## config.mk

```make
export PLATFORM = sky130hd
export DESIGN_NAME = mem_block_mover_flat
export DESIGN_NICKNAME = d
export VERILOG_FILES = /design/src/rtl/mem_block_mover_if.sv /design/src/rtl/mem_block_mover.sv /design/src/flat_wrapper.sv
export SDC_FILE = /design/constraint.sdc
export NUM_CORES = 1
export LEC_CHECK = 0
export ABC_AREA = 1
export BUFFER_PORTS_ARGS = -buffer_cell sky130_fd_sc_hd__buf_2
export CAP_MARGIN = 10
export CORE_ASPECT_RATIO = 0.9
export CORE_UTILIZATION = 40
export CTS_CLUSTER_SIZE = 8
export DETAILED_ROUTE_END_ITERATION = 8
export PLACE_DENSITY_LB_ADDON = 0.15
export SYNTH_ARGS = -nofsm -noshare
export SYNTH_HDL_FRONTEND = slang
export SYNTH_SLANG_ARGS = --single-unit
export TNS_END_PERCENT = 100
```

## constraint.sdc

```tcl
create_clock -name clk -period 4.6 [get_ports clk]
set_input_delay 0.69 -clock clk [delete_from_list [all_inputs] [get_ports clk]]
set_output_delay 0.69 -clock clk [all_outputs]
set_load 0.02 [all_outputs]
```

## src/rtl/mem_block_mover_if.sv

```systemverilog
// Data-memory port bundle driven by mem_block_mover.
// Byte address, 16-bit big-endian word data, separate read/write strobes.
interface mem_block_mover_if #(
    parameter int ADDR_W = 8,
    parameter int DATA_W = 16
);
    logic [ADDR_W-1:0] mem_address;
    logic [DATA_W-1:0] mem_write_data;
    logic              mem_write;
    logic              mem_read;
    logic [DATA_W-1:0] mem_read_data;

    modport master (
        output mem_address,
        output mem_write_data,
        output mem_write,
        output mem_read,
        input  mem_read_data
    );

    modport slave (
        input  mem_address,
        input  mem_write_data,
        input  mem_write,
        input  mem_read,
        output mem_read_data
    );
endinterface

```

## src/rtl/mem_block_mover.sv

```systemverilog
// Block copy engine on the data-memory port: read word, write word, stride 2.
// Optional fill mode (write a constant pattern) enabled by MEM_BLOCK_MOVER_FILL_EN.
module mem_block_mover #(
    parameter int ADDR_W = 8,
    parameter int DATA_W = 16,
    parameter int LEN_W  = 8
) (
    input  logic              clk,
    input  logic              reset_n,
    input  logic              start,
    input  logic [ADDR_W-1:0] src_addr,
    input  logic [ADDR_W-1:0] dst_addr,
    input  logic [LEN_W-1:0]  length,
`ifdef MEM_BLOCK_MOVER_FILL_EN
    input  logic              fill,
    input  logic [DATA_W-1:0] fill_value,
`endif
    output logic              busy,
    output logic              done,
    mem_block_mover_if.master mem
);
    typedef enum logic [1:0] {
        S_IDLE  = 2'd0,
        S_READ  = 2'd1,
        S_WRITE = 2'd2,
        S_DONE  = 2'd3
    } state_t;

    state_t            state_q, state_d;
    logic [ADDR_W-1:0] src_q, src_d;
    logic [ADDR_W-1:0] dst_q, dst_d;
    logic [ADDR_W-1:0] addr_q, addr_d;
    logic [LEN_W-1:0]  count_q, count_d;
    logic [DATA_W-1:0] buf_q, buf_d;
    logic              fill_q, fill_d;

    // State and datapath registers; reset aborts any transfer at once.
    always_ff @(posedge clk or negedge reset_n) begin
        if (!reset_n) begin
            state_q <= S_IDLE;
            src_q   <= '0;
            dst_q   <= '0;
            addr_q  <= '0;
            count_q <= '0;
            buf_q   <= '0;
            fill_q  <= 1'b0;
        end else begin
            state_q <= state_d;
            src_q   <= src_d;
            dst_q   <= dst_d;
            addr_q  <= addr_d;
            count_q <= count_d;
            buf_q   <= buf_d;
            fill_q  <= fill_d;
        end
    end

    // Next-state and strobe decode; address holds its last value when idle.
    always_comb begin
        state_d            = state_q;
        src_d              = src_q;
        dst_d              = dst_q;
        addr_d             = addr_q;
        count_d            = count_q;
        buf_d              = buf_q;
        fill_d             = fill_q;
        busy               = 1'b0;
        done               = 1'b0;
        mem.mem_read       = 1'b0;
        mem.mem_write      = 1'b0;
        mem.mem_address    = addr_q;
        mem.mem_write_data = buf_q;
        unique case (state_q)
            S_IDLE: begin
                if (start) begin
                    src_d   = src_addr;
                    dst_d   = dst_addr;
                    count_d = length;
`ifdef MEM_BLOCK_MOVER_FILL_EN
                    fill_d  = fill;
                    if (fill) begin
                        buf_d = fill_value;
                    end
                    if (length == '0) begin
                        state_d = S_DONE;
                    end else if (fill) begin
                        state_d = S_WRITE;
                    end else begin
                        state_d = S_READ;
                    end
`else
                    fill_d  = 1'b0;
                    state_d = (length == '0) ? S_DONE : S_READ;
`endif
                end
            end
            S_READ: begin
                busy            = 1'b1;
                mem.mem_read    = 1'b1;
                mem.mem_address = src_q;
                addr_d          = src_q;
                buf_d           = mem.mem_read_data;
                src_d           = src_q + ADDR_W'(2);
                state_d         = S_WRITE;
            end
            S_WRITE: begin
                busy            = 1'b1;
                mem.mem_write   = 1'b1;
                mem.mem_address = dst_q;
                addr_d          = dst_q;
                dst_d           = dst_q + ADDR_W'(2);
                count_d         = count_q - LEN_W'(1);
                if (count_q == LEN_W'(1)) begin
                    state_d = S_DONE;
                end else if (fill_q) begin
                    state_d = S_WRITE;
                end else begin
                    state_d = S_READ;
                end
            end
            S_DONE: begin
                done    = 1'b1;
                state_d = S_IDLE;
            end
            default: begin
                state_d = S_IDLE;
            end
        endcase
    end
endmodule
```

## src/flat_wrapper.sv

```systemverilog
// flat-port wrapper written by rule: the top's interface ports become plain ports
module mem_block_mover_flat 
#(
    parameter int ADDR_W = 8,
    parameter int DATA_W = 16,
    parameter int LEN_W  = 8
)
  (clk, reset_n, start, src_addr, dst_addr, length, busy, done, mem_mem_address, mem_mem_write_data, mem_mem_write, mem_mem_read, mem_mem_read_data);
  mem_block_mover_if #(.ADDR_W(ADDR_W), .DATA_W(DATA_W)) mem_i ();
  input  logic clk;
  input  logic reset_n;
  input  logic start;
  input  logic [ADDR_W-1:0] src_addr;
  input  logic [ADDR_W-1:0] dst_addr;
  input  logic [LEN_W-1:0] length;
  output logic busy;
  output logic done;
  output wire logic [$bits(mem_i.mem_address)-1:0] mem_mem_address;
  output wire logic [$bits(mem_i.mem_write_data)-1:0] mem_mem_write_data;
  output wire logic [$bits(mem_i.mem_write)-1:0] mem_mem_write;
  output wire logic [$bits(mem_i.mem_read)-1:0] mem_mem_read;
  input wire logic [$bits(mem_i.mem_read_data)-1:0] mem_mem_read_data;
  assign mem_mem_address = mem_i.mem_address;
  assign mem_mem_write_data = mem_i.mem_write_data;
  assign mem_mem_write = mem_i.mem_write;
  assign mem_mem_read = mem_i.mem_read;
  assign mem_i.mem_read_data = mem_mem_read_data;
  mem_block_mover #(.ADDR_W(ADDR_W), .DATA_W(DATA_W), .LEN_W(LEN_W)) u_core (.clk(clk), .reset_n(reset_n), .start(start), .src_addr(src_addr), .dst_addr(dst_addr), .length(length), .busy(busy), .done(done), .mem(mem_i));
endmodule
```

After elaboration in Yosys (flattened, before gate mapping)
Index checks and enable logic that the tools add are counted.
{ "totals": {"out_inout_bits": 28, "regBits": 50, "elab_cells": 36, "inputBits": 43} }
{ "classes": {"eq_ne": 5, "reduce_logical": 7, "n_addsub": 3, "mux": 15} }
{ "op_table": {"columns": ["operator", "n"], "rows": [
  ["one-hot mux 8 bit (2 select lines)", 4],
  ["2-to-1 mux 8 bit", 3],
  ["adder 8 x 2 -> 8 bit (second input constant)", 2],
  ["== test 8 x 1 -> 1 bit (second input constant)", 1],
  ["zero test 8 bit", 1],
  ["one-hot mux 2 bit (4 select lines)", 1],
  ["subtractor 8 x 1 -> 8 bit (second input constant)", 1],
  ["2-to-1 mux 2 bit", 3],
  ["== test 2 bit (second input constant)", 2],
  ["2-to-1 mux 1 bit", 4],
  ["AND reduction 2 bit", 2],
  ["nonzero test 2 bit", 2],
  ["== test 2 x 1 -> 1 bit (second input constant)", 1],
  ["zero test 2 bit", 1],
  ["!= test 2 bit (second input constant)", 1],
  ["OR reduction 2 bit", 1]
]} }

Depth between registers and ports, before layout
Gate-level depths: netlist of run 1.
{ "depth": {"word_depth": 4, "ltp_mapped": 10} }

Least setup slack after synthesis of run 1
No wires, ideal clock.
{ "synth_timing": {"kind": "register to output", "start": "register u_core.state_q[1]", "end": "output mem_mem_address[1]", "t_required_ns": 3.910, "path_stages_with_launch": 7, "slack_ns": 2.181, "n_path_buf": 2, "arrival_ns": 1.729, "cell_sequence": "dfrtp_1 > inv_1 > ha_1 > clkbuf_1 > buf_2 > nor2_1 > a31oi_1"} }
{ "synth_between": {"elab_chain_len": 2, "elab_cells_between_ends": 3, "classes_between": "2 x eq/ne; 1 x mux"} }
{ "synth_lines": {"columns": ["element", "line", "text"], "rows": [
  ["start: declaration", "mem_block_mover.sv:29", "state_t state_q, state_d;"],
  ["start signal: assignment", "mem_block_mover.sv:48", "state_q <= state_d;"],
  ["== test 2 bit or == test 2 x 1 -> 1 bit (tied branches)", "mem_block_mover.sv:73", "unique case (state_q)"],
  ["one-hot mux 8 bit (2 select lines) *", null, null],
  ["end: declaration", "flat_wrapper.sv:18", "output wire logic [$bits(mem_i.mem_address)-1:0] mem_mem_address;"]
]} }
Every way passes the cells marked *; elsewhere a longest branch is shown, timed or not.

Worst setup path after layout of run 1
{ "layout_timing": {"start": "register u_core.state_q[0]", "end": "output mem_mem_address[7]"} }
Same word-level chain as after synthesis.

==> impl_metrics.tcl, run 1 <==
set metrics [dict create \
    critPathArrivalTime_ns 2.39 \
    track_usage_pct 18.5 \
    critPathMaxStageDelay_ns 0.90 \
    period_share_pct 67.0 \
    gp_congestion 0.876 \
    yosysMostFrequentCell "nand2_1" \
    worst_slew_pin_slew_ns 1.09 \
    setup-tns-final_ns 0 \
    hold_violations 0 \
    layout-drive-gt1-share_pct 21.2 \
    ys_warn_count 0 \
    syn-num-nets 401 \
    synth_edf_count 0 \
    synth_common_cells "nand2_1 (139), dfrtp_1 (50), nor2_1 (37), inv_1 (22), o21ai_0 (22)" \
    stdcell_area_mm2 0.00314 \
    yosys.area.top_type_share_pct 47.8 \
    grt-ovfl-total 0 \
    finalClockSkew_ns 0.00894 \
    postLayoutCoreUtil_pct 50.4 \
    drv_cap 0 \
    min_period_ns 3.08 \
    antenna_cells 0 \
    firstDrtPassIters 4 \
    grt_pass1_wl_um 10100 \
    avgSynthCellArea_um2 7.50 \
    cts_made_buffers 5 \
    critPathKind "register to output port" \
    cts.repair.resized 0 \
    reg2reg_from "u_core.state_q[0]" \
    antenna_found_initial 0 \
    p_leak_uw 0.00165 \
    synth_area_leaders "dfrtp_1 (48%), nand2_1 (20%), nor2_1 (5.3%)" \
    final_nets 467 \
    die_area_mm2 0.00687 \
    rsz0062_at_grt "no" \
    synthFlopType "dfrtp_1" \
    crit_chain "inv_1 > ha_1 > nand2_1 > a31oi_1 > buf_2" \
    hold_start "u_core.mem.mem_write_data[2]" \
    via_per_inst 4.79 \
    fp.dieW_um 87.3 \
    cts.sinks 50 \
    status "finished clean" \
    synth-async-reset-ratio_pct 100 \
    die_h_um 78.7 \
    syn2layout_area_growth_pct 19.8 \
    tritoncts "done" \
    slew_violations 0 \
    critPathMaxFanout 31 \
    wl_per_cell_um 12.2 \
    slew_headroom_pct 27.0 \
    drt_wl_total_um 6150 \
    crit_path_end_kind "output port" \
    ctsHoldBuffers 0 \
    fmax_ghz 0.324 \
    postSynthCellCount 349 \
    grt_pass1_vias 2224 \
    hold_class "register to register" \
    io_pins 71 \
    start_util_pct 42.1 \
    rows 27 \
    post_cts_buffers 0 \
    dp.cells 495 \
    crit_slowest_cell "ha_1" \
    clkTransAtPathRegs_ns 0.10 \
    p_per_area_mw_per_mm2 466 \
    htreeDepth 2 \
    ir_drop_uv 220 \
    yosysSeqAreaShare_pct 47.8 \
    cts_root_buf "clkbuf_8" \
    fin_cells 503 \
    critPathLaunch "u_core.state_q[0]" \
    antenna_left 0 \
    required_ns 3.91 \
    hpwl_um 4460 \
    clockBufferDepth 2 \
    dr_total_vias 2410 \
    drt_iter0_markers 152 \
    core_mm2 0.00622 \
    setup_viol 0 \
    worstSetupStartpointType "register" \
    placed_area_mm2 0.00302 \
    synth_area_leader_cell "dfrtp_1" \
    yosysUniqueCellTypes 24 \
    port_buffers 70 \
    worstSkewPairLatency_ns 0.30 \
    drc 0 \
    ys_seq_elements 50 \
    syn_area_mm2 0.00262 \
    grt_max_degree 51 \
]
-- cell type report --
type	instances	area, um2
timing repair buffer	72	365
clock buffer	5	68.8
multi-input combinational	263	1210
inverter	23	86.3
clock inverter	3	45.0
fill	633	3080
tap	87	109
sequential	50	1250
-- worst max-delay path: cells and delay by family (launching register included) --
family | cells | cell delay, ns
fa+ha+maj | 1 | 0.90
simple gates | 1 | 0.18
flops | 1 | 0.41
buf+inv | 2 | 0.33
compound gates | 1 | 0.28
-- registers in the layout, indices dropped and copies added, names as in the netlist --
| name | flops |
|---|---|
| u_core.state_q | 2 |
| u_core.count_q | 8 |
| u_core.dst_q | 8 |
| u_core.src_q | 8 |
| u_core.addr_q | 8 |
| u_core.mem.mem_write_data | 16 |
-- final timing paths --
path / to / slack, ns / cells past startpoint
worst min register to register: u_core.mem.mem_write_data[2] / 0.48 / 2
min in group asynchronous: u_core.dst_q[3] / 0.50 / 2
worst max register to register: u_core.count_q[2] / 1.99 / 6
max in group asynchronous: u_core.mem.mem_write_data[12] / 3.67 / 2
worst max-delay path: mem_mem_address[7] / 1.52 / 5
worst min-delay path: u_core.mem.mem_write_data[2] / 0.48 / 2
-- cell families after synthesis --
family / share of synthesized area, %
compound gates: 11.0
simple gates: 30.5
fa+ha+maj: 4.30
buf+inv: 5.97
flops: 47.8
xor+xnor: 0.335
-- power by group --
part / total (uW) / switching [uW] / leakage, uW / internal, uW
combinational: 554 / 371 / 0.000996 / 184
clock: 311 / 149 / 0.0000504 / 162
sequential: 595 / 64.2 / 0.000608 / 531
total: 1460 / 584 / 0.00165 / 876
-- metal layers --
metal / wire [um] / vias to the layer above / GRT usage, %
met5: 0 / - / 0
met3: 267 / 4 / 3.64
met1: 2990 / 1095 / 25.8
met4: 32 / 0 / 3.44
met2: 2870 / 66 / 30.2
li1: - / 1245 / -
-- cells in the final DEF (no fill, tap or decap) --
master,Yosys,routed
nand2_1,139,139
buf_2,5,70
dfrtp_1,50,50
nor2_1,37,37
inv_1,22,22
o21ai_0,22,22
nand3_1,19,19
a31oi_1,10,10
ha_1,9,9
a21oi_1,6,6
o21ai_1,5,5
clkbuf_8,0,5
o211ai_1,4,4
nand2_2,3,3
o21ai_2,2,2
nand4_1,2,2
clkinvlp_4,0,2
buf_4,2,2
inv_2,1,1
nor2_2,1,1
a21boi_0,1,1
xnor2_1,1,1
or2_2,1,1
o22ai_1,1,1
bufinv_16,0,1
-- stage by stage --
| stage | hold slack [ns] | setup WS [ns] | total power [uW] |
|---|---|---|---|
| 3_3_place_gp | 0.451 | 1.91 | 1150 |
| 6_report | 0.476 | 1.52 | 1460 |
| 3_5_place_dp | 0.453 | 1.88 | 1160 |
| 2_1_floorplan | 0.394 | 2.18 | 998 |
| 5_1_grt | 0.495 | 1.31 | 1580 |
| 4_1_cts | 0.479 | 1.52 | 1480 |
Note: power is estimated with default switching activity, not from simulation.
==> run 2: changes to the inputs <==
Settings changed: ABC_AREA 1 to 0.
Clock period 4.6 ns to 3 ns, I/O delays scaled along.
==> impl_metrics.tcl, run 2 <==
set metrics [dict create \
    synth_edf_count 0 \
    drc 0 \
    ys_seq_elements 50 \
    crit_path_end_kind "output port" \
    grt-ovfl-total 0 \
    setup_viol 0 \
    cp.depth 6 \
    io_pins 71 \
    antenna_cells 0 \
    status "finished clean" \
    post_cts_buffers 0 \
    critPathMaxFanout 11 \
    placed_area_mm2 0.00316 \
    cts.repair.resized 0 \
    required_ns 2.55 \
    ctsHoldBuffers 0 \
    p_per_area_mw_per_mm2 447 \
    postSynthCellCount 274 \
    htreeDepth 2 \
    p_leak_uw 0.00150 \
    fp.dieW_um 90.3 \
    reg2reg_slack_ns 0.90 \
    yosysSeqAreaShare_pct 44.5 \
    hold_class "primary input to async pin" \
    via_per_inst 5.48 \
    hpwl_um 5010 \
    drt_wl_total_um 6870 \
    worstSetupStartpointType "register" \
    synth_area_leader_cell "dfrtp_1" \
    postLayoutCoreUtil_pct 48.7 \
    drv_cap 0 \
    die_area_mm2 0.00736 \
    dp.cells 420 \
    tritoncts "done" \
    yosys.area_share.adder_pct 4.01 \
    finalClockSkew_ns 0.00456 \
    worst_slew_pin_slew_ns 0.721 \
    firstDrtPassIters 4 \
    rows 28 \
    yosys.area.top_type_share_pct 44.5 \
    synth.area.mux_share_pct 8.55 \
    syn-num-nets 326 \
    slew_headroom_pct 52.0 \
    avgSynthCellArea_um2 10.3 \
    synth_area_leaders "dfrtp_1 (45%), mux2_2 (6.4%), a21oi_1 (4.3%)" \
    synthFlopType "dfrtp_1" \
    drt_iter0_markers 126 \
    yosysMostFrequentCell "dfrtp_1" \
    final_nets 389 \
    mostFrequentLayoutCell "buf_2" \
    gp_congestion 0.746 \
    wl_per_cell_um 16.1 \
    syn_area_mm2 0.00281 \
    fin_cells 428 \
    ys_warn_count 0 \
    cts.sinks 50 \
    synth_top_family_by_area "compound AO/OA/AOI/OAI gates" \
    core_mm2 0.00669 \
    critPathKind "register to output port" \
    layout-drive-gt1-share_pct 33.7 \
    crit_top_cell "a21oi_1" \
    synth_xor_area_share_pct 0 \
    critPathBufInv 2 \
    clkTransAtPathRegs_ns 0.10 \
    r2r_cells 7 \
    grt_pass1_vias 2272 \
    track_usage_pct 19.7 \
    cts_root_buf "clkbuf_8" \
    synthSimpleGateAreaFrac_pct 11.8 \
    port_buffers 70 \
    crit_slowest_cell "dfrtp_1" \
    antenna_left 0 \
    crit_chain "inv_1 > ha_1 > and2_1 > a21oi_1 > a21oi_1 > buf_2" \
    yosysUniqueCellTypes 52 \
    min_period_ns 2.47 \
    cp_top_family "flip-flops" \
    synth_common_cells "dfrtp_1 (50), a21oi_1 (24), mux2_2 (16), nand2_1 (15)" \
    synth_compound_area_share_pct 23.9 \
    antenna_found_initial 0 \
    clockBufferDepth 2 \
    stdcell_area_mm2 0.00326 \
    cts_made_buffers 5 \
    critPathArrivalTime_ns 2.02 \
    worstSkewPairLatency_ns 0.31 \
    final_cell_mix "buf_2 (70), dfrtp_1 (50), a21oi_1 (24)" \
    critPathMaxStageDelay_ns 0.42 \
    slew_violations 0 \
    fmax_ghz 0.405 \
    rsz0062_at_grt "no" \
    hold_violations 0 \
    ir_drop_uv 251 \
    start_util_pct 42.0 \
    largest_reg_flops 16 \
    grt_max_degree 32 \
    synth-async-reset-ratio_pct 100 \
    die_h_um 81.5 \
    dr_total_vias 2346 \
    setup-tns-final_ns 0 \
    syn2layout_area_growth_pct 15.9 \
    grt_pass1_wl_um 11400 \
    period_share_pct 82.2 \
]
## run 2: cell count changes after synthesis, sizes merged, moves of 10 or more
cell   before  now
inv        23    9
nand2     142   16
nor2       38   13
o22a        0   10
mux2        0   16
o22ai       1   13
a21oi       6   24
## run 2: through the flow
step / power [uW] / hold slack, ns / setup slack (ns)
after floorplan: 946 / 0.154 / 0.752
after global placement: 1040 / 0.473 / 0.932
after detailed placement: 1040 / 0.481 / 0.899
after CTS: 1470 / 0.205 / 0.534
after global routing: 1530 / 0.223 / 0.358
final: 1450 / 0.184 / 0.533
## run 2: cell type report
class,instances,area [um2]
clock buffer,5,68.8
clock inverter,3,25.0
fill,668,3430
inverter,9,33.8
multi-input combinational,193,1360
sequential,50,1250
tap,90,113
timing repair buffer,78,410
## run 2: routing by layer
metal / vias to the layer above / track usage, % / part of all wire, %
li1: 1150 / - / -
met1: 1149 / 27.6 / 50
met2: 42 / 31.5 / 45
met3: 5 / 3.80 / 3.8
met4: 0 / 5.16 / 0.92
met5: - / 0 / 0
## run 2: cells by family (layout without fill, tap and decap cells)
family	after synthesis	in the layout
AO/OA/AOI/OAI	100	100
AND/OR/NAND/NOR	62	62
flip-flops	50	50
buffers and inverters	31	95
multiplexers	22	22
adder cells (fa/ha/maj)	9	9
## run 2: report_power, final
| group | switching, uW | internal [uW] | total (uW) | leakage [uW] |
|---|---|---|---|---|
| Combinational | 96.4 | 101 | 198 | 0.000883 |
| Sequential | 78.3 | 755 | 833 | 0.000576 |
| Clock | 255 | 169 | 424 | 0.0000447 |
| Total | 429 | 1030 | 1450 | 0.00150 |
## run 2: final timing paths
check | from | end
setup / recovery | u_core.state_q[0] | mem_mem_address[5]
hold / removal | reset_n | u_core.mem.mem_write_data[5]
setup reg to reg | u_core.state_q[1] | u_core.src_q[6]
hold reg to reg | u_core.dst_q[0] | u_core.dst_q[0]
max in group asynchronous | reset_n | u_core.dst_q[0]
min in group clk | mem_mem_read_data[10] | u_core.mem.mem_write_data[10]
## run 2: worst register-to-register path, delay by kind of cell (launching register included)
kind                     cells  cell delay, ns
AO/OA/AOI/OAI                2            0.43
adder cells (fa/ha/maj)      1            0.49
buffers and inverters        2            0.39
flip-flops                   1            0.43
AND/OR/NAND/NOR              2            0.29
